### src/rtl/cpu_pkg.sv
// Shared types for the CPU bus arbiter: FSM states, grant encoding and
// wait-counter sizing.
package cpu_pkg;

  typedef enum logic [1:0] {
    IDLE   = 2'd0,
    BUSY_I = 2'd1,
    BUSY_D = 2'd2
  } arb_state_t;

  typedef enum logic {
    GRANT_I = 1'b0,
    GRANT_D = 1'b1
  } grant_t;

  localparam int unsigned WAIT_MIN_W = 10;

  // Wait counter must hold TIMEOUT_CYCLES and be at least 10 bits wide.
  function automatic int unsigned wait_width(input int unsigned timeout);
    int unsigned w;
    w = $clog2(timeout + 1);
    return (w > WAIT_MIN_W) ? w : WAIT_MIN_W;
  endfunction

endpackage

### src/rtl/cpu_arb_slot.sv
// One-entry pending slot for one CPU port. The o_* view bypasses the
// incoming request so it can be granted on the same edge it is captured.
module cpu_arb_slot (
  input  logic        clock,
  input  logic        reset,
  input  logic        i_request,
  input  logic        i_open,
  input  logic        i_clear,
  input  logic [31:0] i_addr,
  input  logic        i_write,
  input  logic [3:0]  i_byte_enable,
  input  logic [31:0] i_wdata,
  output logic        o_pending,
  output logic [31:0] o_addr,
  output logic        o_write,
  output logic [3:0]  o_byte_enable,
  output logic [31:0] o_wdata
);

  logic        r_valid;
  logic [31:0] r_addr;
  logic        r_write;
  logic [3:0]  r_byte_enable;
  logic [31:0] r_wdata;
  logic        w_accept;

  // Requests into a full slot or while the port owns the bus are dropped.
  assign w_accept      = i_request & i_open & ~r_valid;
  assign o_pending     = r_valid | w_accept;
  assign o_addr        = r_valid ? r_addr        : i_addr;
  assign o_write       = r_valid ? r_write       : i_write;
  assign o_byte_enable = r_valid ? r_byte_enable : i_byte_enable;
  assign o_wdata       = r_valid ? r_wdata       : i_wdata;

  // Slot storage: capture on accept, empty when the arbiter grants it.
  always_ff @(posedge clock) begin
    if (reset) begin
      r_valid       <= 1'b0;
      r_addr        <= '0;
      r_write       <= 1'b0;
      r_byte_enable <= '0;
      r_wdata       <= '0;
    end else begin
      r_valid <= o_pending & ~i_clear;
      if (w_accept) begin
        r_addr        <= i_addr;
        r_write       <= i_write;
        r_byte_enable <= i_byte_enable;
        r_wdata       <= i_wdata;
      end
    end
  end

endmodule

### src/rtl/cpu_bus_arbiter.sv
// Round-robin arbiter between instruction-fetch and data ports onto a single
// shared memory bus, one transaction outstanding, with a wait timeout.
module cpu_bus_arbiter
  import cpu_pkg::*;
#(
  parameter int unsigned TIMEOUT_CYCLES = 1023
) (
  input  logic        clock,
  input  logic        reset,
  input  logic        cpui_request,
  input  logic [31:0] cpui_addr,
  output logic [31:0] cpui_rdata,
  output logic        cpui_ack,
  input  logic        cpud_request,
  input  logic [31:0] cpud_addr,
  input  logic        cpud_write,
  input  logic [3:0]  cpud_byte_enable,
  input  logic [31:0] cpud_wdata,
  output logic [31:0] cpud_rdata,
  output logic        cpud_ack,
  output logic        mem_request,
  output logic [31:0] mem_addr,
  output logic        mem_write,
  output logic [3:0]  mem_byte_enable,
  output logic [31:0] mem_wdata,
  input  logic [31:0] mem_rdata,
  input  logic        mem_ack,
  output logic        bus_error
);

  localparam int unsigned      WAIT_W      = wait_width(TIMEOUT_CYCLES);
  localparam logic [WAIT_W-1:0] TIMEOUT_VAL = WAIT_W'(TIMEOUT_CYCLES);

  arb_state_t        r_state, w_state_next;
  grant_t            r_last_grant, w_grant;
  logic              w_grant_valid;
  logic [WAIT_W-1:0] r_wait;
  logic              r_mem_request, r_mem_write;
  logic [31:0]       r_mem_addr, r_mem_wdata;
  logic [3:0]        r_mem_byte_enable;
  logic              w_busy, w_timeout, w_complete;
  logic              w_i_pending, w_i_write, w_d_pending, w_d_write;
  logic [31:0]       w_i_addr, w_i_wdata, w_d_addr, w_d_wdata;
  logic [3:0]        w_i_be, w_d_be;

  assign w_busy     = (r_state != IDLE);
  assign w_timeout  = w_busy & ~mem_ack & (r_wait == TIMEOUT_VAL);
  assign w_complete = w_busy & (mem_ack | w_timeout);

  cpu_arb_slot u_slot_i (
    .clock(clock), .reset(reset),
    .i_request(cpui_request), .i_open((r_state != BUSY_I) | w_complete),
    .i_clear(w_grant_valid & (w_grant == GRANT_I)),
    .i_addr(cpui_addr), .i_write(1'b0), .i_byte_enable(4'hF), .i_wdata('0),
    .o_pending(w_i_pending), .o_addr(w_i_addr), .o_write(w_i_write),
    .o_byte_enable(w_i_be), .o_wdata(w_i_wdata)
  );

  cpu_arb_slot u_slot_d (
    .clock(clock), .reset(reset),
    .i_request(cpud_request), .i_open((r_state != BUSY_D) | w_complete),
    .i_clear(w_grant_valid & (w_grant == GRANT_D)),
    .i_addr(cpud_addr), .i_write(cpud_write), .i_byte_enable(cpud_byte_enable),
    .i_wdata(cpud_wdata),
    .o_pending(w_d_pending), .o_addr(w_d_addr), .o_write(w_d_write),
    .o_byte_enable(w_d_be), .o_wdata(w_d_wdata)
  );

  // State register.
  always_ff @(posedge clock) begin
    if (reset) r_state <= IDLE;
    else       r_state <= w_state_next;
  end

  // Next state and grant. Arbitration also runs on the completion edge so a
  // pending port issues in the cycle right after the ack, skipping IDLE.
  always_comb begin
    w_grant_valid = 1'b0;
    w_grant       = r_last_grant;
    w_state_next  = r_state;
    if (w_complete) w_state_next = IDLE;
    if ((r_state == IDLE) || w_complete) begin
      if (w_i_pending && w_d_pending) begin
        w_grant_valid = 1'b1;
        w_grant       = (r_last_grant == GRANT_I) ? GRANT_D : GRANT_I;
      end else if (w_d_pending) begin
        w_grant_valid = 1'b1;
        w_grant       = GRANT_D;
      end else if (w_i_pending) begin
        w_grant_valid = 1'b1;
        w_grant       = GRANT_I;
      end
    end
    if (w_grant_valid) w_state_next = (w_grant == GRANT_D) ? BUSY_D : BUSY_I;
  end

  // Issue registers, round-robin history and wait counter.
  always_ff @(posedge clock) begin
    if (reset) begin
      r_mem_request     <= 1'b0;
      r_mem_addr        <= '0;
      r_mem_write       <= 1'b0;
      r_mem_byte_enable <= '0;
      r_mem_wdata       <= '0;
      r_last_grant      <= GRANT_I;
      r_wait            <= '0;
    end else begin
      r_mem_request <= w_grant_valid;
      if (w_grant_valid) begin
        r_last_grant      <= w_grant;
        r_wait            <= '0;
        r_mem_addr        <= (w_grant == GRANT_D) ? w_d_addr  : w_i_addr;
        r_mem_write       <= (w_grant == GRANT_D) ? w_d_write : w_i_write;
        r_mem_byte_enable <= (w_grant == GRANT_D) ? w_d_be    : w_i_be;
        r_mem_wdata       <= (w_grant == GRANT_D) ? w_d_wdata : w_i_wdata;
      end else if (w_busy && !w_complete) begin
        r_wait <= r_wait + 1'b1;
      end
    end
  end

  assign mem_request     = r_mem_request;
  assign mem_addr        = r_mem_addr;
  assign mem_write       = r_mem_write;
  assign mem_byte_enable = r_mem_byte_enable;
  assign mem_wdata       = r_mem_wdata;

  // Completion routing to the owning port; suppressed while reset is asserted.
  always_comb begin
    cpui_ack   = 1'b0;
    cpui_rdata = '0;
    cpud_ack   = 1'b0;
    cpud_rdata = '0;
    bus_error  = 1'b0;
    if (!reset) begin
      bus_error = w_timeout;
      if (r_state == BUSY_I) begin
        cpui_ack = w_complete;
        if (mem_ack) cpui_rdata = mem_rdata;
      end
      if (r_state == BUSY_D) begin
        cpud_ack = w_complete;
        if (mem_ack) cpud_rdata = mem_rdata;
      end
    end
  end

endmodule

### config.mk
export PLATFORM = sky130hd
export DESIGN_NAME = cpu_bus_arbiter
export DESIGN_NICKNAME = d
export VERILOG_FILES = /design/src/rtl/cpu_pkg.sv /design/src/rtl/cpu_arb_slot.sv /design/src/rtl/cpu_bus_arbiter.sv
export SDC_FILE = /design/constraint.sdc
export NUM_CORES = 1
export LEC_CHECK = 0
export CORE_ASPECT_RATIO = 0.7
export CORE_UTILIZATION = 52
export DETAILED_ROUTE_END_ITERATION = 7
export GPL_TIMING_DRIVEN = 0
export PLACE_DENSITY = 0.82
export SYNTH_ARGS = -nofsm -noshare
export SYNTH_HDL_FRONTEND = slang
export SYNTH_HIERARCHICAL = 1
export SYNTH_SLANG_ARGS = --single-unit
### constraint.sdc
create_clock -name clock -period 3.8 [get_ports clock]
set_clock_uncertainty 0.1 [all_clocks]
set_input_delay 0.76 -clock clock [delete_from_list [all_inputs] [get_ports clock]]
set_output_delay 0.76 -clock clock [all_outputs]
set_load 0.01 [all_outputs]
# Word level (Yosys, flattened, before mapping)

Cells that the tools add are included.

Bits in registers: 187
Word-level logic and storage cells: 84

Reduce and logical (&&, ||, !) cells: 8
Eq/ne operators: 5
Add/sub/neg operators: 1
Muxes and demuxes: 32
Bitwise operators: 22

Operators by type and width:

| cell                                                                     | number |
|---|---|
| 32-bit 2-to-1 mux                                                        | 10 |
| 1-bit 2-to-1 mux                                                         | 16 |
| 4-bit 2-to-1 mux                                                         | 3 |
| 1-bit bitwise AND                                                        | 11 |
| 10-bit by 1-bit adder with 10-bit output (second input constant)         | 1 |
| 10-bit equality test (second input constant)                             | 1 |
| 2-bit 2-to-1 mux                                                         | 3 |
| 1-bit NOT                                                                | 6 |
| 1-bit bitwise OR                                                         | 5 |
| 2-bit nonzero test                                                       | 2 |
| 2-bit by 1-bit equality test with 1-bit output (second input constant)   | 1 |
| 2-bit equality test (second input constant)                              | 1 |
| 1-bit logical AND                                                        | 2 |
| 2-bit logical NOT                                                        | 1 |
| 2-bit by 1-bit inequality test with 1-bit output (second input constant) | 1 |
| 2-bit inequality test (second input constant)                            | 1 |
| 2-bit OR reduction                                                       | 1 |
| 1-bit logical NOT                                                        | 1 |
| 1-bit logical OR                                                         | 1 |

# Longest topological paths before layout

Word-level depth: 17
Gate-level depth with buffers: 13
Depth with buffers taken out: 10

# Hierarchy

Netlist, hierarchy kept.

Modules (own cells, without submodules):

| module          | cells each | area an instance (um^2) | instances |
|---|---|---|---|
| cpu_arb_slot    | 380        | 3920.0                  | 2 |
| cpu_bus_arbiter | 477        | 4403.0                  | 1 |

# Worst setup path before layout

Ideal clock, no wire load.

Path type: input-to-reg
Start point: in mem_ack
End point: reg r_mem_wdata[10] (netlist: mem_wdata[10])
Required time: 3.557 ns
Setup slack: 0.597 ns
Buffers on the path: 3
Data arrival time: 2.960 ns
Stages: 11
Path through: o21ba_4 -> and4_1 -> buf_6 -> a21oi_1 -> nand3b_1 -> a21o_1 -> o21ai_0 -> buf_2 -> clkbuf_1 -> mux2i_1 -> a211oi_2

RTL lines:

| element                                               | line                                         | text |
|---|---|---|
| start: declaration                                    | cpu_bus_arbiter.sv:27                        | `input logic mem_ack,` |
| 1-bit NOT                                             | cpu_bus_arbiter.sv:47                        | `assign w_timeout = w_busy & ~mem_ack & (r_wait == TIMEOUT_VAL);` |
| 1-bit bitwise AND (2 in a row)                        | cpu_bus_arbiter.sv:47                        |  |
| 1-bit bitwise OR (*)                                  | cpu_bus_arbiter.sv:48                        | `assign w_complete = w_busy & (mem_ack \| w_timeout);` |
| 1-bit bitwise AND (*)                                 | cpu_bus_arbiter.sv:48                        |  |
| 1-bit bitwise OR (*)                                  | cpu_bus_arbiter.sv:61                        | `.i_request(cpud_request), .i_open((r_state != BUSY_D) \| w_complete),` |
| 1-bit bitwise AND (*) (2 in a row)                    | cpu_arb_slot.sv:28                           | `assign w_accept = i_request & i_open & ~r_valid;` |
| 1-bit bitwise OR (*)                                  | cpu_arb_slot.sv:29                           | `assign o_pending = r_valid \| w_accept;` |
| named net w_d_pending                                 | cpu_bus_arbiter.sv:42                        | `logic w_i_pending, w_i_write, w_d_pending, w_d_write;` |
| 1-bit 2-to-1 mux or 1-bit logical AND (tied branches) | cpu_bus_arbiter.sv:86, cpu_bus_arbiter.sv:83 |  |
| 1-bit 2-to-1 mux                                      | cpu_bus_arbiter.sv:83                        | `if (w_i_pending && w_d_pending) begin` |
| 1-bit 2-to-1 mux                                      | cpu_bus_arbiter.sv:82                        | `if ((r_state == IDLE) \|\| w_complete) begin` |
| 32-bit 2-to-1 mux                                     | cpu_bus_arbiter.sv:115                       | `r_mem_wdata <= (w_grant == GRANT_D) ? w_d_wdata : w_i_wdata;` |
| end signal: assignment                                | cpu_bus_arbiter.sv:115                       |  |
| end: declaration                                      | cpu_bus_arbiter.sv:39                        | `logic [31:0] r_mem_addr, r_mem_wdata;` |

The timed path passes the listed nets; every way through them passes the cells marked *.
A chain may end at the register's enable or synchronous reset.

# Worst setup path in the final report

Start point: in mem_ack
End point: out cpud_ack

Cells in the longest elaborated chain, start to end: 7

RTL lines:

| element                        | line                   | text |
|---|---|---|
| 1-bit NOT                      | cpu_bus_arbiter.sv:47  |  |
| 1-bit bitwise AND (2 in a row) | cpu_bus_arbiter.sv:47  |  |
| 1-bit bitwise OR (*)           | cpu_bus_arbiter.sv:48  |  |
| 1-bit bitwise AND (*)          | cpu_bus_arbiter.sv:48  |  |
| 1-bit 2-to-1 mux (*)           | cpu_bus_arbiter.sv:141 | `if (r_state == BUSY_D) begin` |
| 1-bit 2-to-1 mux (*)           | cpu_bus_arbiter.sv:135 | `if (!reset) begin` |
| end: declaration               | cpu_bus_arbiter.sv:20  | `output logic cpud_ack,` |

Every way passes the cells marked *; elsewhere a longest branch is shown, timed or not.

==> flow_summary.yaml <==
sta:
  finalCritPeriodShare: 0.992
  rsz0062_at_grt: "true"
  finalCriticalPeriod_ps: 3770
  maxSlewViolCount: 0
  hold_viol: 0
  setup_ws_ps: 30.5
  setup-violations-final: 0
  fmax_ghz: 0.265
  setup-tns-final_ps: 0
  worst_pin_slew_ps: 932
  slew_headroom: 0.379
logic_synthesis:
  seq_area_frac_synth: 0.365
  syn_inst: 1237
  synth_async_sr_flop_share: 0
  synth_seq_cells: 223
  yosysWarningCount: 6
  yosys_most_used_dff: "dfxtp_1"
  avgSynthCellArea_um2: 9.90
  synthDistinctLibCells: 43
  synth-edff-count: 0
  synth_area_mm2: 0.0122
clocking:
  cts.sinks: 223
  cts_setup_buffers: 0
  clkTransAtPathRegs_ps: 60
  h-tree-depth: 1
  cts_tree: "done"
  clk_latency_ps: 510
  cts-hold-fix-buffers: 0
  cts_made_buffers: 23
  root_buffer: "clkbuf_16"
  clockBufferDepth: 3
grt:
  grt_usage: 0.298
  grt_pass1_vias: 10200
  overflow: 0
  grt_max_degree: 14
  grt_pass1_wl_um: 56000
  antenna_found_initial: 4
routing:
  routed_wl_um: 37000
  post_drt_wl_per_cell_um: 19.1
  drc_errors: 0
  vias: 10300
  ant_nets: 0
  detail_route.iter0.violations: 624
  drt-pass1-iter-count: 4
  via_per_inst: 5.33
layout:
  layout-drive-gt1-share: 0.159
  postLayoutCoreUtil: 0.718
  areaGrowthSynthToFinish_pct: 33.9
  layout_common_cells: "nand2b_1 (279), clkdlybuf4s50_1 (272), dfxtp_1 (223)"
  layout.cells.non_filler: 1934
  layout.nets: 1747
  layout_commonest_cell: "nand2b_1"
critical_path:
  cp_common_cell: "clkdlybuf4s50_1"
  critPathCaptureType: "output pin"
  critical_path_class: "in -> out"
  crit_chain: "clkdlybuf4s50_1 -> o21ba_4 -> and4_1 -> buf_6 -> a21oi_4 -> nor3_2 -> clkdlybuf4s50_1"
  startpoint_type: "primary input"
  critical_path_arrival_ps: 2910
  cp_slowest_cell: "clkdlybuf4s50_1"
  max_stage_delay_ps: 600
  crit_path_max_fanout: 7
  cp.required_ps: 2940
power_and_ir_drop:
  p_leak_nw: 6.49
  power_density_mw_per_mm2: 541
  vdd_ir_drop_max_mv: 0.362
placement:
  portBuffers: 274
  hpwlAfterDp_um: 27100
  placedCellCount: 1895
  dp_slack_ps: -751
  gp_congestion: 0.829
floorplan:
  core_mm2: 0.0228
  ioPinCount: 275
  core.rowCount: 46
  die_h_um: 130
  initial_core_util: 0.536
  dieArea_mm2: 0.0242
  die_w_um: 185
run:
  drv_cap: 0
status:
  status: "finished clean"
hold_path:
  min_path_type: "reg -> reg"
## per-stage QoR
stage | hold WS (ps) | area, um2 | total power [mW]
after floorplan | 345 | 12500 | 5.30
after global placement | 354 | 15600 | 6.59
after detailed placement | 357 | 15600 | 6.67
after CTS | 371 | 16400 | 8.86
after global routing | 380 | 16400 | 9.25
final | 368 | 16400 | 8.86
## critical path: cells and delay by family
family / cells / cell delay [ps]
and+or+nand+nor: 2 / 490
buffers and inverters: 3 / 1260
AOI/OAI and AO/OA: 2 / 400
## cell families (layout without fill, tap and decap cells)
kind of cell | after synthesis | after routing | share of synthesized area
other | 2 | 77 | 0.000613
multiplexers | 346 | 346 | 0.297
buffers and inverters | 110 | 420 | 0.0479
flip-flops | 223 | 223 | 0.365
AND/OR/NAND/NOR | 391 | 391 | 0.195
XOR/XNOR | 4 | 4 | 0.00286
adder cells (fa/ha/maj) | 1 | 1 | 0.00102
AO/OA/AOI/OAI | 160 | 160 | 0.0912
## worst paths after layout
| path | startpoint | to | slack [ps] | cells past startpoint |
|---|---|---|---|---|
| max | mem_ack | cpud_ack | 30 | 7 |
| min | u_slot_d/r_wdata[17] | u_slot_d/r_wdata[17] | 370 | 2 |
| max reg2reg | r_state[1] | mem_addr[29] | 550 | 11 |
| min reg2reg | u_slot_d/r_wdata[17] | u_slot_d/r_wdata[17] | 370 | 2 |
## cell usage after synthesis (2+ instances only)
| library cell | number | share of area |
|---|---|---|
| nand2b_1 | 279 | 0.14 |
| dfxtp_1 | 223 | 0.36 |
| mux2i_1 | 208 | 0.17 |
| mux2_2 | 138 | 0.13 |
| a21oi_1 | 73 | 0.030 |
| and2_1 | 62 | 0.032 |
| clkbuf_1 | 59 | 0.018 |
| a211oi_1 | 55 | 0.034 |
| buf_2 | 22 | 0.0090 |
| nor2_1 | 17 | 0.0052 |
| a211oi_2 | 15 | 0.015 |
| buf_4 | 13 | 0.0080 |
| buf_6 | 13 | 0.012 |
| nand2_1 | 7 | 0.0021 |
| nand3_1 | 7 | 0.0029 |
| nor3_1 | 4 | 0.0016 |
| o21ai_0 | 4 | 0.0016 |
| xor2_1 | 3 | 0.0021 |
| a21o_1 | 2 | 0.0012 |
| a311oi_1 | 2 | 0.0014 |
| a31o_2 | 2 | 0.0014 |
| and3_1 | 2 | 0.0010 |
| and3b_1 | 2 | 0.0014 |
| conb_1 | 2 | 0.00061 |
| inv_1 | 2 | 0.00061 |
| nand3b_1 | 2 | 0.0012 |
| nor3b_1 | 2 | 0.0012 |
| nor4_1 | 2 | 0.0010 |
## sequential cells by signal (all words and copies together) (netlist names), named ones only
signal / flops
r_state: 2
u_slot_d/r_wdata: 32
u_slot_i/r_addr: 32
u_slot_i/r_write: 1
mem_write: 1
u_slot_i/r_wdata: 32
u_slot_i/r_byte_enable: 4
u_slot_d/r_byte_enable: 4
u_slot_d/r_valid: 1
mem_byte_enable: 4
r_wait: 10
mem_request: 1
mem_addr: 32
mem_wdata: 32
u_slot_d/r_addr: 32
u_slot_i/r_valid: 1
u_slot_d/r_write: 1
## power by group
| group | leakage, nW | switching [mW] | internal, mW | total, mW |
|---|---|---|---|---|
| Combinational | 4.30 | 1.78 | 1.83 | 3.61 |
| Sequential | 1.84 | 0.276 | 2.80 | 3.08 |
| Clock | 0.350 | 0.916 | 1.26 | 2.18 |
## cell type report
class	count	area (um2)
clock inverter	4	45.0
antenna	3	7.51
clock buffer	32	659
multi-input combinational	976	7480
buffer	108	596
sequential	223	4460
inverter	2	7.51
tap	312	390
fill	1764	6450
timing repair buffer	274	2740
## layer usage
layer  wire length [um]  track usage
met5                 40            0
met4                671       0.0739
met3               2580       0.0574
met2              17300        0.504
met1              16400        0.392
## what timing repair did
item / CTS / global route
endpoints found under the setup margin: 135 / 85
pin swaps: 0 / 0
resized for setup: 13 / 12
gates cloned: 0 / 0
No activity file was read; power rests on OpenSTA's default activity.
